`src/rtl/bdm_block_sequencer.sv`:
```
// bdm_block_sequencer
// Expands one block request (read or write, 1..256 bytes) into a stream of
// 16-bit command words for a BDM command FIFO. Each byte becomes five words:
//   read : WRITE 0xE0, WRITE addr_hi, WRITE addr_lo, DELAY ticks, READ 0x00
//   write: WRITE 0xC0, WRITE addr_hi, WRITE addr_lo, WRITE wdata, DELAY ticks
// followed by one idle NEXT cycle. Word format is {3'b000, cmd[4:0], data[7:0]}.
//
// Handshakes (all three streams): a beat moves on a rising clk edge where
// valid && ready are both high. A producer holding valid high keeps its
// payload unchanged until the beat moves; ready may change freely.
//
// Ports
//   clk, rst                  clock, synchronous active-high reset
//   req_valid / req_ready     block request; req_ready is high only in IDLE
//   req_op                    0 = read block, 1 = write block
//   req_addr, req_len         start address, byte count (0 means 256)
//   wdata / wdata_valid / wdata_ready   write-byte stream (used in WDAT)
//   cmd_word / cmd_valid / cmd_ready    command word stream to the FIFO
//   abort                     cancel the current block (ignored in IDLE)
//   busy, done                busy outside IDLE; done pulses at block end
//   bytes_done                bytes fully issued in the current block
//   dbg_state                 FSM state encoding for observation
module bdm_block_sequencer #(
    parameter logic [7:0] DELAY_TICKS = 8'd16
) (
    input  logic        clk,
    input  logic        rst,
    input  logic        req_valid,
    output logic        req_ready,
    input  logic        req_op,
    input  logic [15:0] req_addr,
    input  logic [7:0]  req_len,
    input  logic [7:0]  wdata,
    input  logic        wdata_valid,
    output logic        wdata_ready,
    output logic [15:0] cmd_word,
    output logic        cmd_valid,
    input  logic        cmd_ready,
    input  logic        abort,
    output logic        busy,
    output logic        done,
    output logic [8:0]  bytes_done,
    output logic [2:0]  dbg_state
);

    typedef enum logic [2:0] {
        IDLE = 3'd0,
        OPC  = 3'd1,
        AHI  = 3'd2,
        ALO  = 3'd3,
        WDAT = 3'd4,
        DLY  = 3'd5,
        RD   = 3'd6,
        NEXT = 3'd7
    } state_t;

    localparam logic [4:0] CMD_READ  = 5'd1;
    localparam logic [4:0] CMD_WRITE = 5'd2;
    localparam logic [4:0] CMD_DELAY = 5'd6;

    state_t      state_q, state_d;
    logic        op_q, op_d;
    logic [15:0] addr_q, addr_d;
    logic [8:0]  len_q, len_d;
    logic [8:0]  cnt_q, cnt_d;

    logic [4:0]  cmd;
    logic [7:0]  dat;
    logic        xfer;
    logic        last_word;

    always_ff @(posedge clk) begin
        if (rst) begin
            state_q <= IDLE;
            op_q    <= 1'b0;
            addr_q  <= 16'd0;
            len_q   <= 9'd0;
            cnt_q   <= 9'd0;
        end else begin
            state_q <= state_d;
            op_q    <= op_d;
            addr_q  <= addr_d;
            len_q   <= len_d;
            cnt_q   <= cnt_d;
        end
    end

    always_comb begin
        state_d     = state_q;
        op_d        = op_q;
        addr_d      = addr_q;
        len_d       = len_q;
        cnt_d       = cnt_q;
        cmd         = 5'd0;
        dat         = 8'd0;
        cmd_valid   = 1'b0;
        wdata_ready = 1'b0;
        req_ready   = 1'b0;
        done        = 1'b0;
        last_word   = 1'b0;
        xfer        = 1'b0;

        // Word presented in each state. All payloads come from registers
        // (or from the held wdata), so a stalled word never changes.
        case (state_q)
            IDLE: req_ready = 1'b1;
            OPC: begin
                cmd       = CMD_WRITE;
                dat       = op_q ? 8'hC0 : 8'hE0;
                cmd_valid = 1'b1;
            end
            AHI: begin
                cmd       = CMD_WRITE;
                dat       = addr_q[15:8];
                cmd_valid = 1'b1;
            end
            ALO: begin
                cmd       = CMD_WRITE;
                dat       = addr_q[7:0];
                cmd_valid = 1'b1;
            end
            WDAT: begin
                // Data byte passes straight through; the word is valid only
                // while a byte is offered, and the byte is consumed only when
                // the FIFO takes the word.
                cmd         = CMD_WRITE;
                dat         = wdata;
                cmd_valid   = wdata_valid;
                wdata_ready = cmd_ready;
            end
            DLY: begin
                cmd       = CMD_DELAY;
                dat       = DELAY_TICKS;
                cmd_valid = 1'b1;
                last_word = op_q;       // DELAY ends a write byte
            end
            RD: begin
                cmd       = CMD_READ;
                dat       = 8'h00;
                cmd_valid = 1'b1;
                last_word = 1'b1;       // READ ends a read byte
            end
            NEXT: done = (cnt_q >= len_q) && !abort;
            default: ;
        endcase

        xfer = cmd_valid && cmd_ready;

        case (state_q)
            IDLE: begin
                if (req_valid) begin
                    op_d    = req_op;
                    addr_d  = req_addr;
                    len_d   = (req_len == 8'd0) ? 9'd256 : {1'b0, req_len};
                    cnt_d   = 9'd0;
                    state_d = OPC;
                end
            end
            OPC:  if (xfer) state_d = AHI;
            AHI:  if (xfer) state_d = ALO;
            ALO:  if (xfer) state_d = op_q ? WDAT : DLY;
            WDAT: if (xfer) state_d = DLY;
            DLY:  if (xfer) state_d = op_q ? NEXT : RD;
            RD:   if (xfer) state_d = NEXT;
            NEXT: state_d = (cnt_q < len_q) ? OPC : IDLE;
            default: state_d = IDLE;
        endcase

        // A completed byte is counted even if abort lands in the same cycle.
        if (xfer && last_word) begin
            cnt_d  = cnt_q + 9'd1;
            addr_d = addr_q + 16'd1;
        end

        if (abort && (state_q != IDLE)) begin
            state_d = IDLE;
        end

        // Outputs read as idle for every cycle rst is high, including the
        // first one before the registers have cleared.
        if (rst) begin
            cmd         = 5'd0;
            dat         = 8'd0;
            cmd_valid   = 1'b0;
            wdata_ready = 1'b0;
            req_ready   = 1'b0;
            done        = 1'b0;
        end
    end

    assign cmd_word   = {3'b000, cmd, dat};
    assign busy       = (state_q != IDLE) && !rst;
    assign bytes_done = rst ? 9'd0 : cnt_q;
    assign dbg_state  = state_q;

endmodule

```
`config.mk`:
```
export PLATFORM = sky130hd
export DESIGN_NAME = bdm_block_sequencer
export DESIGN_NICKNAME = d
export VERILOG_FILES = /design/src/rtl/bdm_block_sequencer.sv
export SDC_FILE = /design/constraint.sdc
export NUM_CORES = 1
export LEC_CHECK = 0
export BUFFER_PORTS_ARGS = -buffer_cell sky130_fd_sc_hd__buf_2
export CAP_MARGIN = 20
export CORE_MARGIN = 4
export CORE_UTILIZATION = 35
export DETAILED_ROUTE_END_ITERATION = 12
export PLACE_DENSITY = 0.62
export SYNTH_ARGS = -nofsm -noshare
export SYNTH_HDL_FRONTEND = slang
export SYNTH_SLANG_ARGS = --single-unit
```
`constraint.sdc`:
```
create_clock -name clk -period 2.2 [get_ports clk]
set_input_delay 0.22 -clock clk [delete_from_list [all_inputs] [get_ports clk]]
set_output_delay 0.22 -clock clk [all_outputs]
set_load 0.02 [all_outputs]
```
==> flow_summary.toml, run 1 <==
[synth]
synthArstFlopShare = 0
synth_most_common_cell = "dfxtp_1"
synth_edf_count = 0
synth_top_flop_cell = "dfxtp_1"
yosysSeqAreaShare = 0.2934
syn_avg_cell_area_um2 = 7.647
synth_common_cells = "dfxtp_1, nor2_1, a21oi_1"
yosys-top-cells-area = "dfxtp_1, a21oi_1, nor2_1, ha_1, nand2_1"
synth_top_area_frac = 0.2934
syn_inst = 339
ys_seq_elements = 38
yosys.area.top_type = "dfxtp_1"
yosysWarnings = 0
ys_types = 53
synth_area_um2 = 2592

[sta]
timing.hold.ws_ns = 0.1694
hold_viol = 0
fin_crit_ns = 2.265
fmax_ghz = 0.4415
rsz0062_at_grt = "yes"
worstMarginPinSlew_ns = 0.6215
skew_ns = 0.005015
tns_ns = -0.06495
relSlewSlack = 0.5857
setup_viol = 1
period_share = 1.030
worst_slack_ns = -0.06495
slew_viol_final = 0

[drt]
num_vias = 2610
first_iter_violations = 167
viasPerCell = 5.262
wirelength_um = 6910
final_antenna_net_count = 0
firstDrtPassIters = 4
wire_per_inst_um = 13.93
drc = 0

[power]
p_int_uw = 1204
ir_drop_v = 0.0002485
powerDensity_nw_per_um2 = 544.2
p_leak_uw = 0.001270
power_switching_uw = 487.4
clockPowerShare = 0.348
switching_share = 0.2882
comb_power_share = 0.198
seq_power_share = 0.454

[cells_and_area]
fin_nets = 446
area_delta_synth_final_pct = 19.88
drive_gt1_frac = 0.2443
final_core_util = 0.4308
stdcell_count = 496
final_area_um2 = 3108
diodes = 0

[status]
status = "finished, violations left"
violations = "setup timing"

[setup_path]
cp.arrival_ns = 2.04
start_kind = "register"
cp_max_fo = 3
crit_type = "reg -> out"
worstSetupEndpointType = "output pin"
worstPathRequired_ns = 1.98

[placed_design]
gp_congestion = 0.8460
placed_cell_area_um2 = 2990
dp_cells = 488
io_buffers = 66
hpwl_um = 5117

[clocking]
htree_levels = 2
root_buffer = "clkbuf_8"
clkTransAtPathRegs_ns = 0.08
ctsHoldBuffers = 0
clock_path_buffers = 2
cts.sinks = 38
cts_inserted_buffers = 5
cts_setup_buffers = 0
cts_tree = "done"
clk_latency_ns = 0.29

[worst_hold_path]
hold_class = "in -> reg"

[die]
io_pins = 72
core-area_um2 = 7214
start_util = 0.3593
die_y_um = 94.07
rows = 31
die-area_um2 = 8848
die_w_um = 94.07

[grt]
overflow = 0
grtUsageTotal = 0.1589
first_global_vias = 2470
grt_antenna_before_repair = 0
grt_pass1_wl_um = 11520
grt_start_max_net_pins = 36

[job]
cap_violations = 0
[sequential cells by signal, summed over array words and instances (netlist names)]
register,count
addr_q,16
cnt_q,9
dbg_state,3
len_q,9
op_q,1
[power by group through the flow]
| stage | sequential [µW] | combinational (µW) | clock [µW] |
|---|---|---|---|
| after floorplan | 770 | 248 | 0 |
| after global placement | 782 | 332 | 0 |
| after detailed placement | 783 | 335 | 0 |
| after CTS | 767 | 339 | 601 |
| after global routing | 773 | 379 | 624 |
| final | 768 | 336 | 588 |
[repair_timing]
| item | 4_1_cts | 5_1_grt |
|---|---|---|
| endpoints found under the setup margin | 1 | 1 |
| resized for setup | 6 | 0 |
| pin swaps | 3 | 0 |
[worst max-delay path: stages (launching register included)]
cell and delay, ns:
dfxtp_2 0.33, inv_1 0.04, ha_1 0.28, nand4_1 0.16, nor3_2 0.21, nor3_1 0.08
nor2b_1 0.14, a2111oi_2 0.29, buf_2 0.22
[through the flow]
step                setup slack [ns]  total power (µW)
floorplan                     0.2061              1019
global placement              0.2297              1114
detailed placement            0.1552              1118
CTS                         -0.08491              1707
global route                 -0.1706              1777
finish                      -0.06495              1691
[cell type report]
type	count	area (µm²)
inverter	12	45.04
clock buffer	7	76.32
tap	99	123.9
clock inverter	1	30.03
fill	760	4106
sequential	38	767.0
timing repair buffer	75	410.4
multi-input combinational	264	1655
[path summary, 6_finish.rpt]
check / start / endpoint / slack [ns] / depth (start not counted)
setup / recovery: len_q[7] / done / -0.06 / 8
hold / removal: req_addr[6] / addr_q[6] / 0.17 / 3
setup reg to reg: dbg_state[2] / addr_q[6] / 0.25 / 6
hold reg to reg: len_q[8] / len_q[8] / 0.45 / 2
[layer usage]
layer	global-route usage	vias to the layer above	routed length, µm
met3	0.02724	2	306
met5	0	-	0
li1	-	1334	-
met4	0.05174	0	38
met1	0.2302	1209	3520
met2	0.2377	65	3045
[cells by family after synthesis]
logic type | synth area share
buffers and inverters | 0.07818
and+or+nand+nor | 0.2881
adders and majority gates | 0.05309
AOI/OAI and AO/OA | 0.2278
xor gates and xnor gates | 0.03041
other | 0.001446
muxes | 0.02751
DFF | 0.2934
[cell usage in the layout (no fill, tap or decap), types with 6 or more instances in the layout]
cell     Yosys  final
inv_1       12     12
buf_2        3     66
nand2_1     32     32
buf_4        6      8
mux2i_1      6      6
dfxtp_1     38     33
a21oi_1     35     35
nor2b_1     15     15
nand3_1      9      9
a22oi_1      6      6
nor3_1      15     14
nand4_1     11     11
nor2_1      37     37
nor4_1       6      6
ha_1        11     11
xnor2_1      7      7
Power figures use the tool's default switching activity.
==> run 2, diff against run 1 <==
--- a/config.mk
+++ b/config.mk
@@ -11,6 +11,7 @@
 export CORE_UTILIZATION = 35
 export DETAILED_ROUTE_END_ITERATION = 12
 export PLACE_DENSITY = 0.62
+export REMOVE_ABC_BUFFERS = 1
 export SYNTH_ARGS = -nofsm -noshare
 export SYNTH_HDL_FRONTEND = slang
 export SYNTH_SLANG_ARGS = --single-unit
==> flow_summary.toml, run 2 (synthesis results as in run 1) <==
[status]
status = "finished, violations left"
violations = "setup timing"

[die]
io_pins = 72
die-area_um2 = 8848
rows = 31
start_util = 0.3593
die_y_um = 94.07
die_w_um = 94.07
core-area_um2 = 7214

[setup_path]
crit_type = "reg -> out"
worstPathRequired_ns = 1.98
start_kind = "register"
worstSetupEndpointType = "output pin"
rrSetupSlack_ns = 0.31
cp_max_fo = 2
cp.arrival_ns = 2.01

[sta]
rsz0062_at_grt = "yes"
slew_viol_final = 0
fin_crit_ns = 2.230
tns_ns = -0.02992
fmax_ghz = 0.4484
skew_ns = 0.005923
setup_viol = 1
hold_viol = 0
period_share = 1.014
worstMarginPinSlew_ns = 0.7276
worst_slack_ns = -0.02992
relSlewSlack = 0.5149

[cells_and_area]
drive_gt1_frac = 0.3142
final_common_cell = "buf_2"
layout_common_cells = "buf_2, nor2_1, a21oi_1"
top_register = "addr_q"
final_core_util = 0.4511
fill_cells = 756
largest_register_ffs = 16
stdcell_count = 500
area_delta_synth_final_pct = 25.53
reg_top3 = "addr_q: 16 flops, cnt_q: 9 flops, len_q: 9 flops"
fin_nets = 450
diodes = 0

[clocking]
cts_tree = "done"
clock_path_buffers = 2
clk_latency_ns = 0.30
cts_inserted_buffers = 5
cts.sinks = 38
root_buffer = "clkbuf_8"
htree_levels = 2
clkTransAtPathRegs_ns = 0.08
ctsHoldBuffers = 0

[power]
clockPowerShare = 0.348
comb_power_share = 0.206
power_switching_uw = 509.0
ir_drop_v = 0.0002185
p_int_uw = 1216
powerDensity_nw_per_um2 = 530.2
p_leak_uw = 0.001305
seq_power_share = 0.446
switching_share = 0.2950

[placed_design]
gp_congestion = 0.8382
io_buffers = 66
hpwl_um = 5176
dp_cells = 491

[drt]
wl_met3_um = 316
wire_per_inst_um = 14.49
wl_met1_um = 3417
firstDrtPassIters = 5
final_antenna_net_count = 0
first_iter_violations = 150
highest_layer = "met4"
dr_wl_met2_um = 3437
viasPerCell = 5.322
wirelength_um = 7244
num_vias = 2661
drc = 0

[grt]
overflow = 0
grt_start_max_net_pins = 48
first_global_vias = 2472
grt_antenna_before_repair = 0
grtUsageTotal = 0.1631
grt_pass1_wl_um = 11690

[job]
cap_violations = 0

[worst_hold_path]
hold_class = "in -> reg"
[run 2: final timing paths]
path	startpoint	end	depth (start not counted)
worst min-delay path	req_len[3]	len_q[3]	3
worst min register to register	len_q[2]	len_q[2]	2
worst max register to register	dbg_state[2]	addr_q[2]	5
worst max-delay path	len_q[7]	done	8
[run 2: critical path, stage by stage, from the launching register on]
cell and delay, ns:
dfxtp_2 0.34, inv_2 0.04, ha_4 0.25, nand4_1 0.14, buf_4 0.17, a21oi_2 0.17, nor2b_4 0.07, a2111oi_4 0.34
buf_4 0.19
[run 2: timing repair]
item	in CTS	in global routing
pin swaps	5	13
endpoints found under the setup margin	1	5
gates resized for setup	9	27
setup buffers	1	0
[run 2: layout make-up]
class                      instances  area (µm²)  area share
clock buffer                       7       76.32     0.02345
clock inverter                     1       30.03    0.009227
inverter                          12       45.04     0.01384
multi-input combinational        264        1772      0.5444
sequential                        38       777.0      0.2388
tap                               99       123.9     0.03806
timing repair buffer              79       430.4      0.1323
[run 2: stage by stage]
step	total power, µW	hold WS [ns]	instance area, µm²	setup slack, ns
floorplan	978.4	0.2889	2450	-0.4480
global placement	1105	0.4474	2994	0.1309
detailed placement	1110	0.4482	2994	0.1432
CTS	1715	0.1425	3123	-0.03905
global route	1813	0.1669	3254	-0.2032
finish	1725	0.1566	3254	-0.02992
[run 2: power by group through the flow]
stage	Combinational, µW	Clock (µW)	Sequential [µW]
floorplan	192	0	786
global placement	325	0	780
detailed placement	328	0	781
CTS	336	613	766
global route	398	639	776
finish	356	601	769
[run 2: layer usage]
metal	global-route usage	vias up
met5	0	-
met4	0.04934	0
met3	0.02564	5
met2	0.2584	67
met1	0.2272	1251
li1	-	1338
